**src/rtl/xbar_pkg.sv**
```systemverilog
// Shared defaults, accumulator width rule and sequencer state encoding
// for the crossbar dot-product datapath.
package xbar_pkg;

  localparam int unsigned IN_W_DEF    = 4;
  localparam int unsigned W_W_DEF     = 4;
  localparam int unsigned N_TERMS_DEF = 4;

  // Width that holds N_TERMS full-scale products without wrapping.
  function automatic int unsigned acc_width(input int unsigned in_w,
                                            input int unsigned w_w,
                                            input int unsigned n_terms);
    return in_w + w_w + $clog2(n_terms);
  endfunction

  typedef enum logic [1:0] {
    IDLE = 2'd0,
    MUL  = 2'd1,
    DONE = 2'd2
  } seq_state_e;

endpackage

```
**src/rtl/xbar_bitserial_mul.sv**
```systemverilog
// Bit-serial shift-add multiplier: latches one operand pair, then emits one
// shifted partial product per cycle for IN_W cycles plus a done pulse.
module xbar_bitserial_mul #(
  parameter int unsigned IN_W  = 4,
  parameter int unsigned W_W   = 4,
  parameter int unsigned ACC_W = 10
) (
  input  logic             clk,
  input  logic             rst_n,
  input  logic             start,
  input  logic [IN_W-1:0]  in_op,
  input  logic [W_W-1:0]   w_op,
  output logic             busy,
  output logic [ACC_W-1:0] pp,
  output logic             done
);

  localparam int unsigned BC_W = (IN_W > 1) ? $clog2(IN_W) : 1;

  logic [IN_W-1:0] in_q, in_d;
  logic [W_W-1:0]  w_q, w_d;
  logic [BC_W-1:0] bit_cnt_q, bit_cnt_d;
  logic            busy_q, busy_d;
  logic            last_bit;

  assign last_bit = (bit_cnt_q == BC_W'(IN_W - 1));

  always_comb begin
    in_d      = in_q;
    w_d       = w_q;
    bit_cnt_d = bit_cnt_q;
    busy_d    = busy_q;
    if (start) begin
      in_d      = in_op;
      w_d       = w_op;
      bit_cnt_d = '0;
      busy_d    = 1'b1;
    end else if (busy_q) begin
      if (last_bit) begin
        busy_d    = 1'b0;
        bit_cnt_d = '0;
      end else begin
        bit_cnt_d = bit_cnt_q + 1'b1;
      end
    end
  end

  always_ff @(posedge clk or negedge rst_n) begin
    if (!rst_n) begin
      in_q      <= '0;
      w_q       <= '0;
      bit_cnt_q <= '0;
      busy_q    <= 1'b0;
    end else begin
      in_q      <= in_d;
      w_q       <= w_d;
      bit_cnt_q <= bit_cnt_d;
      busy_q    <= busy_d;
    end
  end

  // Zero operand bits still occupy their cycle; only the addend is gated.
  assign pp   = (busy_q && in_q[bit_cnt_q]) ? (ACC_W'(w_q) << bit_cnt_q) : '0;
  assign done = busy_q && last_bit;
  assign busy = busy_q;

endmodule

```
**src/rtl/xbar_dot_sequencer.sv**
```systemverilog
// Feeds (activation, weight) pairs through the bit-serial multiplier,
// accumulates the dot product and offers one sum per vector on a valid/ready port.
module xbar_dot_sequencer
  import xbar_pkg::*;
#(
  parameter  int unsigned N_TERMS = N_TERMS_DEF,
  parameter  int unsigned IN_W    = IN_W_DEF,
  parameter  int unsigned W_W     = W_W_DEF,
  localparam int unsigned ACC_W   = acc_width(IN_W, W_W, N_TERMS)
) (
  input  logic             clock,
  input  logic             reset_n,
  input  logic             s_valid,
  output logic             s_ready,
  input  logic [IN_W-1:0]  s_in,
  input  logic [W_W-1:0]   s_weight,
  input  logic             s_last,
  output logic             m_valid,
  input  logic             m_ready,
  output logic [ACC_W-1:0] m_sum,
  output logic             m_frame_err
);

  localparam int unsigned TC_W = $clog2(N_TERMS + 1);

  seq_state_e       state_q, state_d;
  logic [ACC_W-1:0] acc_q, acc_d;
  logic [TC_W-1:0]  term_cnt_q, term_cnt_d;
  logic [TC_W-1:0]  term_next;
  logic             last_q, last_d;
  logic             s_ready_q, s_ready_d;
  logic             m_valid_q, m_valid_d;
  logic [ACC_W-1:0] m_sum_q, m_sum_d;
  logic             m_frame_err_q, m_frame_err_d;
  logic             full;

  logic             mul_start;
  logic             mul_busy;
  logic             mul_done;
  logic [ACC_W-1:0] mul_pp;

  xbar_bitserial_mul #(
    .IN_W  (IN_W),
    .W_W   (W_W),
    .ACC_W (ACC_W)
  ) u_mul (
    .clk   (clock),
    .rst_n (reset_n),
    .start (mul_start),
    .in_op (s_in),
    .w_op  (s_weight),
    .busy  (mul_busy),
    .pp    (mul_pp),
    .done  (mul_done)
  );

  assign term_next = term_cnt_q + 1'b1;
  assign full      = (term_next == TC_W'(N_TERMS));

  always_comb begin
    state_d       = state_q;
    acc_d         = acc_q;
    term_cnt_d    = term_cnt_q;
    last_d        = last_q;
    s_ready_d     = s_ready_q;
    m_valid_d     = m_valid_q;
    m_sum_d       = m_sum_q;
    m_frame_err_d = m_frame_err_q;
    mul_start     = 1'b0;
    unique case (state_q)
      IDLE: begin
        if (s_valid) begin
          mul_start = 1'b1;
          last_d    = s_last;
          s_ready_d = 1'b0;
          state_d   = MUL;
        end
      end
      MUL: begin
        if (mul_busy) acc_d = acc_q + mul_pp;
        if (mul_done) begin
          term_cnt_d = term_next;
          if (last_q || full) begin
            // Error exactly when the s_last marker disagrees with the term count.
            m_valid_d     = 1'b1;
            m_sum_d       = acc_d;
            m_frame_err_d = last_q ^ full;
            state_d       = DONE;
          end else begin
            s_ready_d = 1'b1;
            state_d   = IDLE;
          end
        end
      end
      DONE: begin
        if (m_ready) begin
          acc_d      = '0;
          term_cnt_d = '0;
          m_valid_d  = 1'b0;
          s_ready_d  = 1'b1;
          state_d    = IDLE;
        end
      end
      default: begin
        state_d   = IDLE;
        s_ready_d = 1'b1;
        m_valid_d = 1'b0;
      end
    endcase
  end

  always_ff @(posedge clock or negedge reset_n) begin
    if (!reset_n) begin
      state_q       <= IDLE;
      acc_q         <= '0;
      term_cnt_q    <= '0;
      last_q        <= 1'b0;
      s_ready_q     <= 1'b1;
      m_valid_q     <= 1'b0;
      m_sum_q       <= '0;
      m_frame_err_q <= 1'b0;
    end else begin
      state_q       <= state_d;
      acc_q         <= acc_d;
      term_cnt_q    <= term_cnt_d;
      last_q        <= last_d;
      s_ready_q     <= s_ready_d;
      m_valid_q     <= m_valid_d;
      m_sum_q       <= m_sum_d;
      m_frame_err_q <= m_frame_err_d;
    end
  end

  assign s_ready     = s_ready_q;
  assign m_valid     = m_valid_q;
  assign m_sum       = m_sum_q;
  assign m_frame_err = m_frame_err_q;

endmodule

```
**config.mk**
```make
export PLATFORM = sky130hd
export DESIGN_NAME = xbar_dot_sequencer
export DESIGN_NICKNAME = d
export VERILOG_FILES = /design/src/rtl/xbar_pkg.sv /design/src/rtl/xbar_bitserial_mul.sv /design/src/rtl/xbar_dot_sequencer.sv
export SDC_FILE = /design/constraint.sdc
export NUM_CORES = 1
export LEC_CHECK = 0
export CORE_ASPECT_RATIO = 1.25
export CORE_MARGIN = 2
export CORE_UTILIZATION = 45
export DETAILED_ROUTE_END_ITERATION = 10
export GPL_ROUTABILITY_DRIVEN = 0
export HOLD_SLACK_MARGIN = 0.05
export PLACE_DENSITY = 0.7
export SYNTH_ARGS = -nofsm -noshare
export SYNTH_HDL_FRONTEND = slang
export SYNTH_SLANG_ARGS = --single-unit
export TNS_END_PERCENT = 50
```
**constraint.sdc**
```tcl
create_clock -name clock -period 3.1 [get_ports clock]
set_input_delay 0.31 -clock clock [delete_from_list [all_inputs] [get_ports clock]]
set_output_delay 0.31 -clock clock [all_outputs]
set_load 0.005 [all_outputs]
```
==> results of run 1 <==
worst reg2reg max path, cell delays in order, from the launching register on:
cell and delay (ps):
sky130_fd_sc_hd__dfrtp_1 370, sky130_fd_sc_hd__mux4_2 540, sky130_fd_sc_hd__nand3b_2 140, sky130_fd_sc_hd__nor3_1 60, sky130_fd_sc_hd__ha_1 230, sky130_fd_sc_hd__fa_1 430, sky130_fd_sc_hd__a211oi_1 310, sky130_fd_sc_hd__o211a_1 220
sky130_fd_sc_hd__nor3b_1 60, sky130_fd_sc_hd__o211a_1 210
cell usage after synthesis, types with 2 or more instances:
cell type / n / area (um2)
sky130_fd_sc_hd__a21o_1: 3 / 22.5
sky130_fd_sc_hd__a21oi_1: 12 / 60.1
sky130_fd_sc_hd__a221oi_1: 3 / 26.3
sky130_fd_sc_hd__a31oi_1: 2 / 12.5
sky130_fd_sc_hd__and3_1: 2 / 12.5
sky130_fd_sc_hd__buf_2: 5 / 25.0
sky130_fd_sc_hd__buf_4: 2 / 15.0
sky130_fd_sc_hd__clkbuf_1: 5 / 18.8
sky130_fd_sc_hd__dfrtp_1: 39 / 976
sky130_fd_sc_hd__ha_1: 11 / 138
sky130_fd_sc_hd__inv_1: 6 / 22.5
sky130_fd_sc_hd__mux2_2: 7 / 78.8
sky130_fd_sc_hd__mux2i_1: 4 / 40.0
sky130_fd_sc_hd__nand2_1: 39 / 146
sky130_fd_sc_hd__nand2b_1: 4 / 25.0
sky130_fd_sc_hd__nand3_1: 6 / 30.0
sky130_fd_sc_hd__nand4_1: 2 / 12.5
sky130_fd_sc_hd__nor2_1: 13 / 48.8
sky130_fd_sc_hd__nor2b_1: 4 / 25.0
sky130_fd_sc_hd__nor3_1: 2 / 10.0
sky130_fd_sc_hd__o211a_1: 2 / 20.0
sky130_fd_sc_hd__o211ai_1: 3 / 22.5
sky130_fd_sc_hd__o21ai_0: 17 / 85.1
sky130_fd_sc_hd__o22ai_1: 2 / 12.5
sky130_fd_sc_hd__o2bb2ai_1: 4 / 35.0
sky130_fd_sc_hd__o31ai_1: 2 / 15.0
sky130_fd_sc_hd__or3_1: 2 / 12.5
sky130_fd_sc_hd__xnor2_1: 4 / 35.0
sky130_fd_sc_hd__xor2_1: 4 / 35.0
layout make-up:
type                            count  area (um2)
Fill cell                         442        2140
Tap cell                           60        75.1
Multi-Input combinational cell    173        1150
Inverter                            6        22.5
Timing Repair Buffer               29         275
Clock buffer                        8        90.1
Sequential cell                    40        1000
per-stage QoR:
stage               util (%)  cells
CTS                     55.0    316
global placement        53.1    308
detailed placement      53.1    308
global route            55.0    316
floorplan                  -    232
finish                  55.0    316
worst paths after layout:
kind	start	to	cells past startpoint
setup / recovery	u_mul.bit_cnt_q[0]	acc_q[8]	9
hold / removal	reset_n	term_cnt_q[0]	1
setup reg to reg	u_mul.bit_cnt_q[0]	acc_q[8]	9
hold reg to reg	m_sum[1]	m_sum[1]	2
max in group asynchronous	reset_n	u_mul.bit_cnt_q[1]	1
min in group clock	m_sum[1]	m_sum[1]	2
cells by family after synthesis:
kind of cell	Yosys count	synth area share, %
simple gates	82	17.3
compound gates	59	17.6
flops	40	44.5
buf+inv	19	4.12
mux	12	6.28
fa+ha+maj	12	7.01
xor+xnor	8	3.11
state kept, by name (all words and copies together), names as in the netlist, 2 cells and up:
name and flops:
u_mul.w_q 4, u_mul.in_q 4, state_q 2, term_cnt_q 3, acc_q 10, m_sum 10
u_mul.bit_cnt_q 2
power by group through the flow:
stage,sequential (W),clock [W],combinational (W)
3_3_place_gp,0.000953,0,0.00118
4_1_cts,0.000951,0.000366,0.00121
5_1_grt,0.000987,0.000383,0.00137
3_5_place_dp,0.000960,0,0.00120
6_report,0.000948,0.000355,0.00120
2_1_floorplan,0.000925,0,0.000862
per-layer routing:
layer | vias to the layer above | wire length (um) | global-route usage (%)
li1 | 870 | - | -
met1 | 854 | 1930 | 23.4
met2 | 36 | 2070 | 27.6
met3 | 11 | 148 | 2.98
met4 | 0 | 116 | 9.65
met5 | - | 0 | 0
cell usage in the layout (no fill, tap or decap), drive strengths merged, types with 3 or more instances in the layout:
master         count
mux2               7
nand3              7
o211ai             4
a221oi             3
o2bb2ai            4
dfrtp             39
xnor2              4
nand2             39
nand2b             4
nor2b              4
nor2              13
o21ai             17
inv                6
clkbuf             8
buf                5
a21o               3
a21oi             12
xor2               4
clkdlybuf4s50     24
ha                11
mux2i              4
==> reports/metrics.csv, run 1 <==
stage;metric;value;unit
outcome;result of the run;completed;
logic_synthesis;asr flop ratio synth;100;%
clock_tree;clock latency of the later-clocked register in the worst-skew pair;290;ps
clock_tree;hold bufs inserted after CTS;0;
floorplanning;area of the core region;4760;um2
timing;clock tree skew after final layout;3.67;ps
clock_tree;H-tree depth;2;
critical_path;standard cell with the maximum stage delay on the critical path;sky130_fd_sc_hd__mux4_2;
detailed_routing;final antenna-violating net count;0;
clock_tree;CTS tree;done;
clock_tree;Sink Count;40;
logic_synthesis;Syn Area/Cell;9.70;um2
floorplanning;initial standard-cell utilization of the core;47.2;%
logic_synthesis;Seq/Total Area, Yosys;44.5;%
global_route;grt total ovfl;0;
power_and_ir_drop;maximum vdd drop;0.000416;V
critical_path;category of the critical setup timing path;register to register;
cells_and_area;Antenna diodes;0;
timing;Worst Hold Slack;120;ps
floorplanning;die height;83.1;um
critical_path;Critical Path AT;2860;ps
cells_and_area;share of layout cells above drive strength 1;9.77;%
logic_synthesis;main flop type after synthesis;sky130_fd_sc_hd__dfrtp_1;
critical_path;most repeated library cell on the critical path;sky130_fd_sc_hd__o211a_1;
power_and_ir_drop;share of total power in sequential cells;37.9;%
timing;actual slew at the worst max-slew pin;865;ps
clock_tree;setup fix buffers added after clock tree synthesis;0;
timing;Slew HR;42.3;%
logic_synthesis;Post-Synthesis Cells;232;
power_and_ir_drop;switching part of the total;38.4;%
place;worst slack after detailed placement;414;ps
detailed_routing;via count of the routed design;1771;
critical_path;endpoint required time on the critical path;3290;ps
power_and_ir_drop;clock share of power;14.2;%
clock_tree;clock input transition at the sequential cells of the worst setup and hold paths;70;ps
detailed_routing;sum of routed wire length over all layers;4270;um
power_and_ir_drop;Int Power;0.00154;W
logic_synthesis;Ys Warns;0;
timing;final worst setup slack;430;ps
cells_and_area;fin nets;280;
min_path;worst min-delay path class;input pin to async pin;
logic_synthesis;net count after synthesis;257;
global_route;vias in the first global route;1779;
global_route;wire length of the first global-routing pass;7800;um
critical_path;cells along the critical path;mux4_2 -> nand3b_2 -> nor3_1 -> ha_1 -> fa_1 -> a211oi_1 -> o211a_1 -> nor3b_1 -> o211a_1;
global_route;initial antenna violation count;0;
place;count of buffers from port buffering;25;
critical_path;kind of cell adding the most delay to the critical path;compound AO/OA/AOI/OAI gates;
timing;RSZ-0062 raised after global routing;false;
logic_synthesis;count of flip-flops with a built-in enable after synthesis;0;
critical_path;Crit path buffers/inverters;0;
detailed_routing;initial detailed-routing violation count;92;
power_and_ir_drop;Tot Pwr;0.00250;W
timing;Period Utilization, post-route;86.1;%
place;dpl hpwl;3130;um
timing;number of max-slew violations in the final report;0;
clock_tree;maximum clock insertion buffer count;2;
floorplanning;Top Ports;26;
place;cell area reported after detailed placement;2530;um2
critical_path;critical path launch point type;register;
logic_synthesis;count of distinct cell types in the synthesized netlist;50;
floorplanning;area of the die;5580;um2
detailed_routing;number of remaining DRC errors;0;
cells_and_area;post-synthesis to final-layout area growth;16.5;%
detailed_routing;wire length per cell after detailed routing;13.5;um
clock_tree;# resized after CTS;0;
timing;final setup violation count;0;
run;maxcap violations;0;
detailed_routing;1st-pass router iterations;4;
timing;maximum frequency from static timing analysis;374;MHz
detailed_routing;vias per inst;5.60;
critical_path;minimum setup slack among reg-to-reg paths;430;ps
floorplanning;DIE WIDTH;67.2;um
logic_synthesis;synthesis-stage register bit count;40;
critical_path;Max stage delay on crit path;540;ps
power_and_ir_drop;fraction of power consumed by combinational cells;47.9;%
floorplanning;site row count;28;
cells_and_area;final cell area excluding filler cells;2620;um2
timing;final number of hold-violating endpoints;0;
power_and_ir_drop;P_leak;1.14;nW
timing;time the worst path needs with I/O delays and setup;2670;ps
global_route;GRT Total Usage;17.9;%
global_route;largest net degree at the start of global routing;41;
power_and_ir_drop;power per unit of standard cell area;955;nW/um2
clock_tree;clock root cell;sky130_fd_sc_hd__clkbuf_8;
clock_tree;Num CTS Buffers;5;
timing;final sum of negative setup slack;0;ps
critical_path;endpoint type of the worst setup path;register;
logic_synthesis;summed instance area of the synthesized netlist;2250;um2
critical_path;worst-path maximum fanout;6;
power_and_ir_drop;Switch Pwr;0.000961;W
Note: power is estimated with default switching activity, not from simulation.
==> run 2: changes to the inputs <==
--- a/config.mk
+++ b/config.mk
@@ -12,7 +12,9 @@
 export GPL_ROUTABILITY_DRIVEN = 0
 export HOLD_SLACK_MARGIN = 0.05
 export PLACE_DENSITY = 0.7
+export SLEW_MARGIN = 20
 export SYNTH_ARGS = -nofsm -noshare
 export SYNTH_HDL_FRONTEND = slang
+export SYNTH_HIERARCHICAL = 1
 export SYNTH_SLANG_ARGS = --single-unit
 export TNS_END_PERCENT = 50
==> run 2 against run 1 <==
Critical path depth increased by 1. Fmax decreased by 5.6%. Non-clock buffer count unchanged. Combinational power increased by 23%. Clock skew increased by 5.0 ps. Die area increased by 6.7%. First-iteration DRC count decreased by 5.4%. Routed wire length increased by 2.5%. Critical path type unchanged. Largest power group unchanged. Highest routed layer unchanged.
==> reports/metrics.csv, run 2 <==
stage;metric;value;unit;change
floorplanning;DIE WIDTH;69.4;um;+3.3%
timing;RSZ-0062 raised after global routing;false;;
timing;number of max-slew violations in the final report;0;;unchanged
global_route;GRT Total Usage;16.5;%;-1.4 points
detailed_routing;wire length per cell after detailed routing;13.3;um;-1.5%
critical_path;Critical Path AT;3020;ps;+160 ps
logic_synthesis;Ys Warns;6;;+6
timing;time the worst path needs with I/O delays and setup;2830;ps;+158 ps
run;maxcap violations;0;;unchanged
cells_and_area;Antenna diodes;0;;unchanged
critical_path;Max stage delay on crit path;490;ps;-50 ps
clock_tree;H-tree depth;2;;unchanged
global_route;initial antenna violation count;0;;unchanged
detailed_routing;initial detailed-routing violation count;87;;-5.4%
floorplanning;area of the die;5960;um2;+6.7%
clock_tree;Num CTS Buffers;5;;unchanged
critical_path;category of the critical setup timing path;register to register;;
timing;Worst Hold Slack;133;ps;+13.2 ps
logic_synthesis;count of distinct cell types in the synthesized netlist;53;;+6.0%
timing;final setup violation count;0;;unchanged
global_route;vias in the first global route;1694;;-4.8%
critical_path;path depth of the worst reg2reg path;10;;+1
critical_path;start point of the critical path;u_mul/bit_cnt_q[0];;
power_and_ir_drop;power per unit of standard cell area;1010;nW/um2;+5.5%
min_path;worst min-delay path class;input pin to async pin;;
logic_synthesis;Seq/Total Area, Yosys;41.6;%;-2.9 points
clock_tree;clock latency of the later-clocked register in the worst-skew pair;300;ps;about the same
timing;Period Utilization, post-route;91.2;%;+5.1 points
logic_synthesis;Syn Area/Cell;10.1;um2;+3.9%
clock_tree;maximum clock insertion buffer count;2;;unchanged
logic_synthesis;Post-Synthesis Cells;239;;+3.0%
clock_tree;hold bufs inserted after CTS;0;;unchanged
cells_and_area;share of layout cells above drive strength 1;12.4;%;+2.6 points
logic_synthesis;main flop type after synthesis;sky130_fd_sc_hd__dfrtp_1;;
critical_path;standard cell with the maximum stage delay on the critical path;sky130_fd_sc_hd__dfrtp_2;;
detailed_routing;1st-pass router iterations;4;;unchanged
critical_path;endpoint of the worst register-to-register path;m_sum[7];;
place;count of buffers from port buffering;25;;unchanged
logic_synthesis;synthesis-stage register bit count;40;;unchanged
place;dpl hpwl;3310;um;+5.8%
clock_tree;clock root cell;sky130_fd_sc_hd__clkbuf_8;;
logic_synthesis;summed instance area of the synthesized netlist;2410;um2;+7.1%
power_and_ir_drop;P_leak;1.29;nW;+14%
floorplanning;Top Ports;26;;unchanged
outcome;result of the run;completed;;
floorplanning;area of the core region;5120;um2;+7.4%
timing;Slew HR;38.1;%;-4.2 points
cells_and_area;post-synthesis to final-layout area growth;15.7;%;
floorplanning;initial standard-cell utilization of the core;47.1;%;-0.14 points
clock_tree;clock input transition at the sequential cells of the worst setup and hold paths;80;ps;about the same
floorplanning;site row count;29;;+3.6%
clock_tree;Sink Count;40;;unchanged
critical_path;minimum setup slack among reg-to-reg paths;270;ps;-160 ps
clock_tree;CTS tree;done;;
logic_synthesis;cell types occupying the most area after synthesis;sky130_fd_sc_hd__dfrtp_1, sky130_fd_sc_hd__ha_1, sky130_fd_sc_hd__nand2_1;;
detailed_routing;via count of the routed design;1761;;-0.56%
global_route;wire length of the first global-routing pass;7880;um;+1.1%
critical_path;endpoint required time on the critical path;3290;ps;about the same
timing;final sum of negative setup slack;0;ps;unchanged
timing;clock tree skew after final layout;8.72;ps;+5.04 ps
cells_and_area;leading cell type in the layout, fill and taps excluded;sky130_fd_sc_hd__dfrtp_1;;
logic_synthesis;asr flop ratio synth;100;%;unchanged
logic_synthesis;portion of synthesized cell area occupied by the leading cell type;40.5;%;-2.9 points
critical_path;cells along the critical path;mux2_4 -> a22oi_4 -> a211oi_1 -> ha_1 -> o21ai_0 -> o21bai_1 -> a2111oi_1 -> nor3_1 -> xor2_1 -> a31o_1;;
critical_path;startpoint of the worst register-to-register path;u_mul/bit_cnt_q[0];;
floorplanning;die height;85.8;um;+3.3%
critical_path;critical path launch point type;register;;
critical_path;worst setup path endpoint;m_sum[7];;
timing;actual slew at the worst max-slew pin;924;ps;+59.2 ps
global_route;grt total ovfl;0;;unchanged
cells_and_area;highest-count cells in the layout ignoring fill and taps;sky130_fd_sc_hd__dfrtp_1, sky130_fd_sc_hd__nand2_1, sky130_fd_sc_hd__clkdlybuf4s50_1;;
critical_path;endpoint type of the worst setup path;register;;
logic_synthesis;count of flip-flops with a built-in enable after synthesis;0;;unchanged
detailed_routing;final antenna-violating net count;0;;unchanged
logic_synthesis;most area-hungry cell type in the Yosys netlist;sky130_fd_sc_hd__dfrtp_1;;
critical_path;worst-path maximum fanout;10;;+4
detailed_routing;number of remaining DRC errors;0;;unchanged
power_and_ir_drop;maximum vdd drop;0.000475;V;+14%
detailed_routing;sum of routed wire length over all layers;4370;um;+2.5%
global_route;largest net degree at the start of global routing;41;;unchanged
logic_synthesis;most instantiated library cell after synthesis;sky130_fd_sc_hd__dfrtp_1;;
timing;maximum frequency from static timing analysis;354;MHz;-5.6%
logic_synthesis;top cells by count, synth;sky130_fd_sc_hd__dfrtp_1, sky130_fd_sc_hd__nand2_1, sky130_fd_sc_hd__nor2_1;;
detailed_routing;vias per inst;5.35;;-4.5%
cells_and_area;fin nets;293;;+4.6%
timing;final number of hold-violating endpoints;0;;unchanged
## run 2: cell types whose count changed after synthesis, moves of 4 or more
cell,previous run,this run
sky130_fd_sc_hd__nand3_1,6,2
sky130_fd_sc_hd__mux2i_1,4,9
sky130_fd_sc_hd__o21ai_0,17,11
sky130_fd_sc_hd__nor2_1,13,18
sky130_fd_sc_hd__o2bb2ai_1,4,0
sky130_fd_sc_hd__a22o_1,0,7
## run 2: stage by stage
step                      instance area, um2  total power (W)  std cells  worst slack [ps]  util [%]
after floorplan                         2420          0.00208        241               438         -
after global placement                  2700          0.00245        321               243      52.7
after detailed placement                2700          0.00248        321               193      52.7
after CTS                               2790          0.00283        329               195      54.4
after global routing                    2790          0.00307        329              25.9      54.5
final                                   2790          0.00281        329               271      54.5
## run 2: repair_timing
action                     in CTS  in global routing
setup endpoints to repair       0                  2
resized for setup               0                  1
buffers inserted                0                  0
## run 2: worst max-delay path: cells and delay by family, from the launching register on
| kind | cells | cell delay [ps] |
|---|---|---|
| xor+xnor | 1 | 170 |
| simple gates | 1 | 130 |
| fa+ha+maj | 1 | 340 |
| mux | 1 | 340 |
| flops | 1 | 490 |
| compound gates | 6 | 1250 |
## run 2: final cells by class
class	instances	area, um2
tap	62	77.6
clock buffer	5	68.8
clock inverter	3	18.8
multi-input combinational	186	1330
sequential	40	1000
inverter	4	15.0
timing repair buffer	29	275
fill	446	2330
## run 2: logic make-up after synthesis
kind of cell / share of synthesized area, %
compound gates: 18.6
xor+xnor: 3.27
fa+ha+maj: 7.58
buf+inv: 3.58
flops: 41.6
mux: 9.66
other cells: 0.156
simple gates: 15.5
## run 2: worst min-delay path by stage
stage | startpoint | endpoint | slack (ps) | depth (start not counted)
global placement | m_frame_err | m_frame_err | 460 | 2
CTS | reset_n | m_valid | 170 | 1
detailed placement | m_frame_err | m_frame_err | 470 | 2
floorplan | reset_n | acc_q[0] | 10 | 0
finish | reset_n | state_q[1] | 130 | 1
global route | reset_n | m_sum[4] | 190 | 1
## run 2: metal layers
layer  wire, um  up-vias  global-route usage (%)  share of wire (%)
li1           -      909                       -                  -
met1       2050      813                    21.0                 47
met2       2120       30                    27.4                 48
met3        133        9                    3.88                3.0
met4         73        0                    5.88                1.7
met5          0        -                       0                  0
## run 2: where the power goes
part | internal, W | switching (W) | leakage [nW] | total [W]
clock | 0.000157 | 0.000186 | 0.0479 | 0.000343
sequential | 0.000764 | 0.000215 | 0.490 | 0.000980
combinational | 0.000763 | 0.000721 | 0.756 | 0.00148
